<file path="src/rtl/uart_tx_engine.sv">
// uart_tx_engine: FIFO-buffered UART serialiser with 5-8 data bits, optional parity,
// 1/2 stop bits, oversampled bit timing and line-break generation.
module uart_tx_engine #(
  parameter int OVS   = 16,
  parameter int PTR_W = 3
) (
  input  logic             clk_i,
  input  logic             rst_n_i,
  input  logic             baud_tick_i,
  input  logic             tx_data_vld_i,
  input  logic [7:0]       tx_data_i,
  input  logic [1:0]       data_len_i,
  input  logic             parity_en_i,
  input  logic             even_parity_i,
  input  logic             stop2_i,
  input  logic             break_i,
  output logic             tx_o,
  output logic             tx_busy_o,
  output logic             tx_empty_o,
  output logic             tx_buffer_full_o,
  output logic             tx_overrun_o,
  output logic [PTR_W:0]   tx_level_o
);
  localparam int CW = $clog2(OVS);
  localparam int DEPTH = 2**PTR_W;
  localparam logic [2:0] S_IDLE = 3'd0, S_START = 3'd1, S_DATA = 3'd2,
                         S_PARITY = 3'd3, S_STOP = 3'd4, S_BREAK = 3'd5;
  logic [7:0] mem_q [DEPTH];
  logic [PTR_W-1:0] wr_ptr_q, rd_ptr_q;
  logic [PTR_W:0] level_q, level_d;
  logic [2:0] state_q, state_d, bit_q, bit_d;
  logic [CW-1:0] tick_q, tick_d;
  logic [7:0] shift_q, shift_d, mask;
  logic [1:0] len_q, len_d;
  logic pen_q, pen_d, stop2_q, stop2_d, stop_q, stop_d, par_q, par_d, tx_q, tx_d;
  logic busy_q, empty_q, full_q, ovr_q;
  logic empty, full, pop, push, last;
  assign empty = level_q == '0;
  assign full = level_q == (PTR_W+1)'(DEPTH);
  assign last = baud_tick_i && tick_q == CW'(OVS-1);
  assign push = tx_data_vld_i && (!full || pop);
  assign level_d = level_q + (PTR_W+1)'(push) - (PTR_W+1)'(pop);
  assign mask = 8'hff >> (2'd3 - data_len_i);
  always_comb begin
    state_d = state_q;
    tick_d = tick_q;
    bit_d = bit_q;
    shift_d = shift_q;
    len_d = len_q;
    pen_d = pen_q;
    stop2_d = stop2_q;
    stop_d = stop_q;
    par_d = par_q;
    tx_d = tx_q;
    pop = 1'b0;
    if (state_q != S_IDLE && baud_tick_i) tick_d = last ? '0 : tick_q + 1'b1;
    case (state_q)
      // break wins over a queued byte; frame config is captured only here
      S_IDLE: if (baud_tick_i && break_i) begin
        state_d = S_BREAK;
        tx_d = 1'b0;
      end else if (baud_tick_i && !empty) begin
        pop = 1'b1;
        shift_d = mem_q[rd_ptr_q];
        len_d = data_len_i;
        pen_d = parity_en_i;
        stop2_d = stop2_i;
        par_d = ^(mem_q[rd_ptr_q] & mask) ^ ~even_parity_i;
        tx_d = 1'b0;
        state_d = S_START;
      end
      S_START: if (last) begin
        tx_d = shift_q[0];
        shift_d = shift_q >> 1;
        bit_d = '0;
        state_d = S_DATA;
      end
      S_DATA: if (last) begin
        if (bit_q == {1'b0, len_q} + 3'd4) begin
          state_d = pen_q ? S_PARITY : S_STOP;
          tx_d = pen_q ? par_q : 1'b1;
          stop_d = 1'b0;
        end else begin
          tx_d = shift_q[0];
          shift_d = shift_q >> 1;
          bit_d = bit_q + 1'b1;
        end
      end
      S_PARITY: if (last) begin
        tx_d = 1'b1;
        stop_d = 1'b0;
        state_d = S_STOP;
      end
      S_STOP: if (last) begin
        stop_d = 1'b1;
        state_d = (stop2_q && !stop_q) ? S_STOP : S_IDLE;
      end
      // line held low while requested, then one mark bit before returning to IDLE
      S_BREAK: begin
        tx_d = !break_i;
        if (break_i) tick_d = '0;
        else if (last) state_d = S_IDLE;
      end
      default: state_d = S_IDLE;
    endcase
  end
  always_ff @(posedge clk_i) if (push) mem_q[wr_ptr_q] <= tx_data_i;
  always_ff @(posedge clk_i or negedge rst_n_i) begin
    if (!rst_n_i) begin
      state_q <= S_IDLE;
      tick_q <= '0;
      bit_q <= '0;
      shift_q <= '0;
      len_q <= '0;
      pen_q <= 1'b0;
      stop2_q <= 1'b0;
      stop_q <= 1'b0;
      par_q <= 1'b0;
      tx_q <= 1'b1;
      wr_ptr_q <= '0;
      rd_ptr_q <= '0;
      level_q <= '0;
      busy_q <= 1'b0;
      empty_q <= 1'b1;
      full_q <= 1'b0;
      ovr_q <= 1'b0;
    end else begin
      state_q <= state_d;
      tick_q <= tick_d;
      bit_q <= bit_d;
      shift_q <= shift_d;
      len_q <= len_d;
      pen_q <= pen_d;
      stop2_q <= stop2_d;
      stop_q <= stop_d;
      par_q <= par_d;
      tx_q <= tx_d;
      wr_ptr_q <= wr_ptr_q + PTR_W'(push);
      rd_ptr_q <= rd_ptr_q + PTR_W'(pop);
      level_q <= level_d;
      busy_q <= state_d != S_IDLE;
      empty_q <= level_d == '0 && state_d == S_IDLE;
      full_q <= level_d == (PTR_W+1)'(DEPTH);
      ovr_q <= tx_data_vld_i && full && !pop;
    end
  end
  assign tx_o = tx_q;
  assign tx_busy_o = busy_q;
  assign tx_empty_o = empty_q;
  assign tx_buffer_full_o = full_q;
  assign tx_overrun_o = ovr_q;
  assign tx_level_o = level_q;
endmodule

</file>
<file path="config.mk">
export PLATFORM = sky130hd
export DESIGN_NAME = uart_tx_engine
export DESIGN_NICKNAME = d
export VERILOG_FILES = /design/src/rtl/uart_tx_engine.sv
export SDC_FILE = /design/constraint.sdc
export NUM_CORES = 1
export LEC_CHECK = 0
export CAP_MARGIN = 40
export CELL_PAD_IN_SITES_DETAIL_PLACEMENT = 1
export CELL_PAD_IN_SITES_GLOBAL_PLACEMENT = 2
export CORE_MARGIN = 10
export CORE_UTILIZATION = 42
export DETAILED_ROUTE_END_ITERATION = 12
export GPL_ROUTABILITY_DRIVEN = 0
export PLACE_DENSITY = 0.76
export SLEW_MARGIN = 25
export SYNTH_ARGS = -nofsm -noshare
export SYNTH_HDL_FRONTEND = slang
export SYNTH_SLANG_ARGS = --single-unit
</file>
<file path="constraint.sdc">
create_clock -name clk_i -period 2.8 [get_ports clk_i]
set_clock_uncertainty 0.05 [all_clocks]
set_input_delay 0.42 -clock clk_i [delete_from_list [all_inputs] [get_ports clk_i]]
set_output_delay 0.42 -clock clk_i [all_outputs]
set_load 0.05 [all_outputs]
</file>
==> metrics, run 1 <==
status=finished, final reports clean; Avg Inst Size Synth=about 14 um2; Clock power frac=roughly a quarter; I/O pin cnt=27; Num Clock Sinks=slightly above 100; worst slack, placed=-249 ps; Placed Instances=511; setup slack after layout=around 130 ps; Lkg Pwr=2.04 nW; CTS tree=done; Synth Net Count=360; # setup viols final=0; minimum clock period=roughly 2700 ps; Async SR Flop Fraction=about 38%; worst vdd ir=~0.44 mV; First-pass DRT Iterations=4; Flop pwr share=a little over half; GRT Util Overall=a little over an eighth; Yosys reg bits=around 100; Final nets=~410; WP data required=between 3000 and 4000 ps; fin crit share=between 90 and 100%; Worst EP arrival=~2900 ps; layout cells sized above 1=between 15 and 20%; Routed Antenna Nets=0; first-pass GRT wire length=between 15 and 20 mm; mapped cell area=approximately 4600 um2; CTS clk-pin slew, worst paths=roughly 100 ps; final setup TNS=0 ps; Vias=around 2.8k; combinational cell fraction of total power=between 20% and 30%; Crit Path Max Fanout=13; DP Wirelength=7.27 mm; clk buf depth=2; CTS H-tree lvls=3; R2R Setup Slk=between 100 and 150 ps; largest net degree at the start of global routing=30; Max Transition Viols Final=0; Routed WL=9.92 mm; Die H=125 um; vias in the first global route=2983; top-area cell type share of the netlist area=41.8%; post-synthesis sequential area ratio=approximately 63%; Initial Utilization=between 40% and 50%; Compound-Gate Fraction of Synth Area=7.86%; die area=roughly 16000 um2; total CTS buffers=9; count leader, synth=edfxtp_1; synthesized instance count=330; 1st-iter DRT viols=between 150 and 200; internal power=2.53 mW; most common library cells after synthesis=64 x edfxtp_1, 37 x dfrtp_1, 23 x nand2_1, 23 x nor2_1, 15 x a21oi_1; diode count=0; xor/xnor share of the synthesized area=approximately 3%; Die W=around 120 um; Switch Pwr=1.16 mW; fin cells=approximately 530; CP Capture Type=flip-flop; power per cell area=slightly below 700 nW/um2; Post-synth EDFFs=64; Final Core Density=approximately half; Switching Share=between 30% and 40%; initial antenna violation count=0; FMAX=between 0.3 and 0.4 GHz; worst-skew pair later-pin latency=about 380 ps; total power=3.70 mW; Synth Flop Type=edfxtp_1; Fin Hold WS=405 ps; Setup crit start kind=flip-flop; post-synthesis mux area share=approximately an eighth; post-synth top area cell=edfxtp_1; unrepaired setup endpoints after global routing=false; DRC viols=0; Slew headroom=53.2%; Hold Fails Final Rpt=0; number of vias per cell=5.28; clock root buffer=clkbuf_8; Max Cap Viol=0; HP Class=in -> async; row count=38; Synth-to-Final Area Change=17.7%; ranking of synthesized cells by area=edfxtp_1 42%, dfrtp_1 20%, mux4_2 5.4%; Yosys warning count=0; count of cell types in the netlist=between 50 and 60; drt wl/cell=around 19 um; main combinational cell family by area after synthesis=multiplexers; Slew @ Worst Pin=about 700 ps; Crit Path Category=reg -> reg; Placed Area=5220 um2; global route overflow=0; adder and majority gate portion of the synthesized area=under 10%; port buffer count=26; core area=around 11000 um2; Post-Synth Simple-Gate Area=8.38%; final instance area=approximately 5400 um2
==> layer usage <==
metal	part of all wire, %	global-route usage (%)	up-vias	routed length (um)
met5	0	0	-	0
met4	1.5	4.73	0	153
met3	2.5	3.02	15	246
met2	51	21.6	34	5010
met1	45	16.7	1399	4510
li1	-	-	1339	-
==> power groups by stage <==
stage / Sequential, mW / Clock, mW / Combinational, mW
final: 1.93 / 0.886 / 0.878
after global routing: 1.96 / 0.992 / 0.964
after CTS: 1.94 / 0.922 / 0.893
after detailed placement: 1.97 / 0 / 0.887
after global placement: 1.96 / 0 / 0.849
after floorplan: 2.06 / 0 / 0.406
==> cells in the final DEF, fill, tap and decap left out, types with 11 or more instances in the layout <==
cell	instances
edfxtp_1	64
dfrtp_1	34
buf_4	27
clkdlybuf4s50_1	25
nor2_1	23
nand2_1	22
a21oi_1	15
mux2i_1	13
mux4_2	11
ha_1	11
==> logic make-up after synthesis <==
family	Yosys count
flip-flops	103
AND/OR/NAND/NOR	79
AO/OA/AOI/OAI	58
multiplexers	37
buffers and inverters	27
XOR/XNOR	14
adder cells (fa/ha/maj)	12
==> flip-flops by register name, summed over array words and instances, names as in the netlist <==
| signal | count |
|---|---|
| par_q | 1 |
| tx_empty_o | 1 |
| mem_q | 64 |
| bit_q | 3 |
| wr_ptr_q | 3 |
| state_q | 3 |
| tx_overrun_o | 1 |
| shift_q | 8 |
| tx_busy_o | 1 |
| stop2_q | 1 |
| tx_o | 1 |
| pen_q | 1 |
| stop_q | 1 |
| len_q | 2 |
| rd_ptr_q | 3 |
| tick_q | 4 |
| tx_buffer_full_o | 1 |
| tx_level_o | 4 |
==> path summary, 6_finish.rpt <==
kind	startpoint	to	cells past startpoint
max in group asynchronous	rst_n_i	tx_empty_o	3
worst min-delay path	rst_n_i	stop_q	2
worst min register to register	pen_q	pen_q	1
min in group clk_i	pen_q	pen_q	1
worst max register to register	rd_ptr_q[0]	par_q	9
worst max-delay path	rd_ptr_q[0]	par_q	9
==> layout make-up <==
cell class | instances | area [um2]
tap | 140 | 175
fill | 1074 | 5380
timing repair buffer | 56 | 508
clock inverter | 7 | 61.3
multi-input combinational | 200 | 1590
sequential | 103 | 2900
clock buffer | 9 | 124
inverter | 13 | 48.8
==> repair_timing <==
item | 4_1_cts | 5_1_grt
hold endpoints to repair | 9 | 0
hold buffers | 1 | 0
resized for setup | 0 | 1
setup buffers | 0 | 0
setup endpoints to repair | 0 | 2
==> critical path: stages, from the launching register on <==
cell and delay [ps]:
dfrtp_1 390, buf_12 180, mux4_1 570, mux2i_1 210, buf_4 170, xnor2_1 130, xnor2_1 160, xnor3_1 260
xor2_1 180, mux2_4 260
No activity file was read; power rests on OpenSTA's default activity.
==> run 2: changes to the inputs <==
--- a/config.mk
+++ b/config.mk
@@ -10,6 +10,7 @@
 export CELL_PAD_IN_SITES_GLOBAL_PLACEMENT = 2
 export CORE_MARGIN = 10
 export CORE_UTILIZATION = 42
+export CTS_CLUSTER_DIAMETER = 200
 export DETAILED_ROUTE_END_ITERATION = 12
 export GPL_ROUTABILITY_DRIVEN = 0
 export PLACE_DENSITY = 0.76
==> constraint.sdc (replaced) <==
create_clock -name clk_i -period 2.8 [get_ports clk_i]
set_clock_uncertainty 0.05 [all_clocks]
set_input_delay 0.42 -clock clk_i [delete_from_list [all_inputs] [get_ports clk_i]]
set_output_delay 0.42 -clock clk_i [all_outputs]
set_load 0.02 [all_outputs]
==> run 2 against run 1 <==
Die area unchanged. Wire length up 1.3%. Sequential share of layout area down 0.35 points. Worst hold slack better by 0.50 ps.
==> metrics, run 2 (synthesis results as in run 1) <==
status=finished, final reports clean; HP Class=in -> async; Crit Path Category=reg -> reg; R2R depth=9; drt wl/cell=about 19 um; port buffer count=26; vias in the first global route=3003; worst slack, placed=-185 ps; Routed Antenna Nets=0; Synth-to-Final Area Change=18.3%; Slew headroom=between 50% and 60%; global route overflow=0; 1st-iter DRT viols=182; CP Cell Sequence=buf_12 -> mux4_1 -> mux2i_1 -> buf_4 -> xnor2_1 -> xnor2_1 -> xnor3_1 -> xor2_1 -> mux2_4; die area=around 16000 um2; GRT Util Overall=a little over an eighth; Final nets=between 400 and 500; top flop regs=mem_q: 64 flops, shift_q: 8 flops; Max Transition Viols Final=0; first-pass GRT wire length=roughly 17 mm; total CTS buffers=9; DRC viols=0; register with the most flip-flops=mem_q; CTS clk-pin slew, worst paths=around 100 ps; setup slack after layout=160 ps; number of vias per cell=roughly 5.3; power per cell area=671 nW/um2; WP data required=about 3000 ps; fillers=around 1.1k; Initial Utilization=between 40% and 50%; commonest non-fill, non-tap cell in the layout=edfxtp_1; core area=about 11000 um2; CTS H-tree lvls=3; initial antenna violation count=0; diode count=0; Vias=approximately 2.8k; clk buf depth=2; First-pass DRT Iterations=4; worst-skew pair later-pin latency=380 ps; Setup crit start kind=flip-flop; Placed Instances=between 500 and 600; CTS tree=done; CP max stage delay=around 570 ps; Die H=between 100 and 150 um; clock root buffer=clkbuf_8; Num Clock Sinks=between 100 and 150; max reg flops=64; CP max stage cell=mux4_1; most frequent cells in the layout=64 x edfxtp_1, 37 x dfrtp_1, 31 x buf_4; CP top delay family=multiplexers; Slew @ Worst Pin=just under 700 ps; fin cells=approximately 530; # setup viols final=0; Hold Fails Final Rpt=0; Worst EP arrival=approximately 2900 ps; Max Cap Viol=0; row count=38; worst vdd ir=about 0.44 mV; Most common cell on crit path=xnor2_1; Crit Path Max Fanout=11; unrepaired setup endpoints after global routing=false; FMAX=around 0.38 GHz; layout cells sized above 1=approximately a fifth; CP Capture Type=flip-flop; Crit path buffers/inverters=2; Lkg Pwr=a little over 2 nW; Routed WL=10.1 mm; fin crit share=a little over nine tenths; I/O pin cnt=27; largest net degree at the start of global routing=29; Critical Path Stages=9; minimum clock period=2640 ps; Die W=approximately 120 um; DP Wirelength=between 7 and 8 mm
==> run 2: cell count changes in the layout (fill, tap and decap cells not counted), sizes merged <==
cell      delta
clkbuf       +1
buf          +4
clkinvlp     -1
==> run 2: worst register-to-register path: cells and delay by family, from the launching register on <==
kind / cells / cell delay, ps
muxes: 3 / 1050
buffers and inverters: 2 / 350
xor gates and xnor gates: 4 / 700
DFF: 1 / 390
==> run 2: through the flow <==
stage | instance area (um2) | power (mW) | hold WS (ps) | TNS, ps | util, %
6_report | 5440 | 3.65 | 405 | 0 | 50.4
5_1_grt | 5440 | 3.87 | 422 | 0 | 50.4
4_1_cts | 5440 | 3.72 | 396 | 0 | 50.4
3_5_place_dp | 5240 | 2.80 | 293 | -362 | 48.5
3_3_place_gp | 5220 | 2.75 | 428 | -87.4 | 48.4
2_1_floorplan | 4600 | 2.38 | 74.4 | 0 | -
==> run 2: timing repair <==
item                                    CTS  global route
setup buffers                             0             0
hold buffers                              1             0
endpoints found under the hold margin    10             0
gates resized for setup                   0             1
endpoints found under the setup margin    0             2
==> run 2: layout make-up <==
type                       count  area (um2)  share of cell area [%]
sequential                   103        2900                    53.3
multi-input combinational    200        1590                    29.2
timing repair buffer          60         538                    9.88
tap                          140         175                    3.22
clock buffer                  10         128                    2.34
clock inverter                 6        62.6                    1.15
inverter                      13        48.8                   0.896
==> run 2: final timing paths <==
kind / end / slack (ps) / from
min reg2reg: pen_q / 450 / pen_q
min in group clk_i: pen_q / 450 / pen_q
max in group asynchronous: tx_empty_o / 1760 / rst_n_i
max: par_q / 160 / rd_ptr_q[0]
min: bit_q[1] / 410 / rst_n_i
max reg2reg: par_q / 160 / rd_ptr_q[0]
==> run 2: power by group <==
part           total (mW)  internal, mW  switching, mW
Clock               0.900         0.349          0.552
Combinational       0.841         0.384          0.457
Sequential           1.91          1.83         0.0843
Total                3.65          2.56           1.09
==> run 2: layer usage <==
layer / global-route usage [%] / share of wire [%] / up-vias
li1: - / - / 1342
met1: 16.1 / 44 / 1412
met2: 23.0 / 52 / 37
met3: 3.40 / 3.1 / 11
met4: 4.39 / 1.2 / 0
met5: 0 / 0 / -
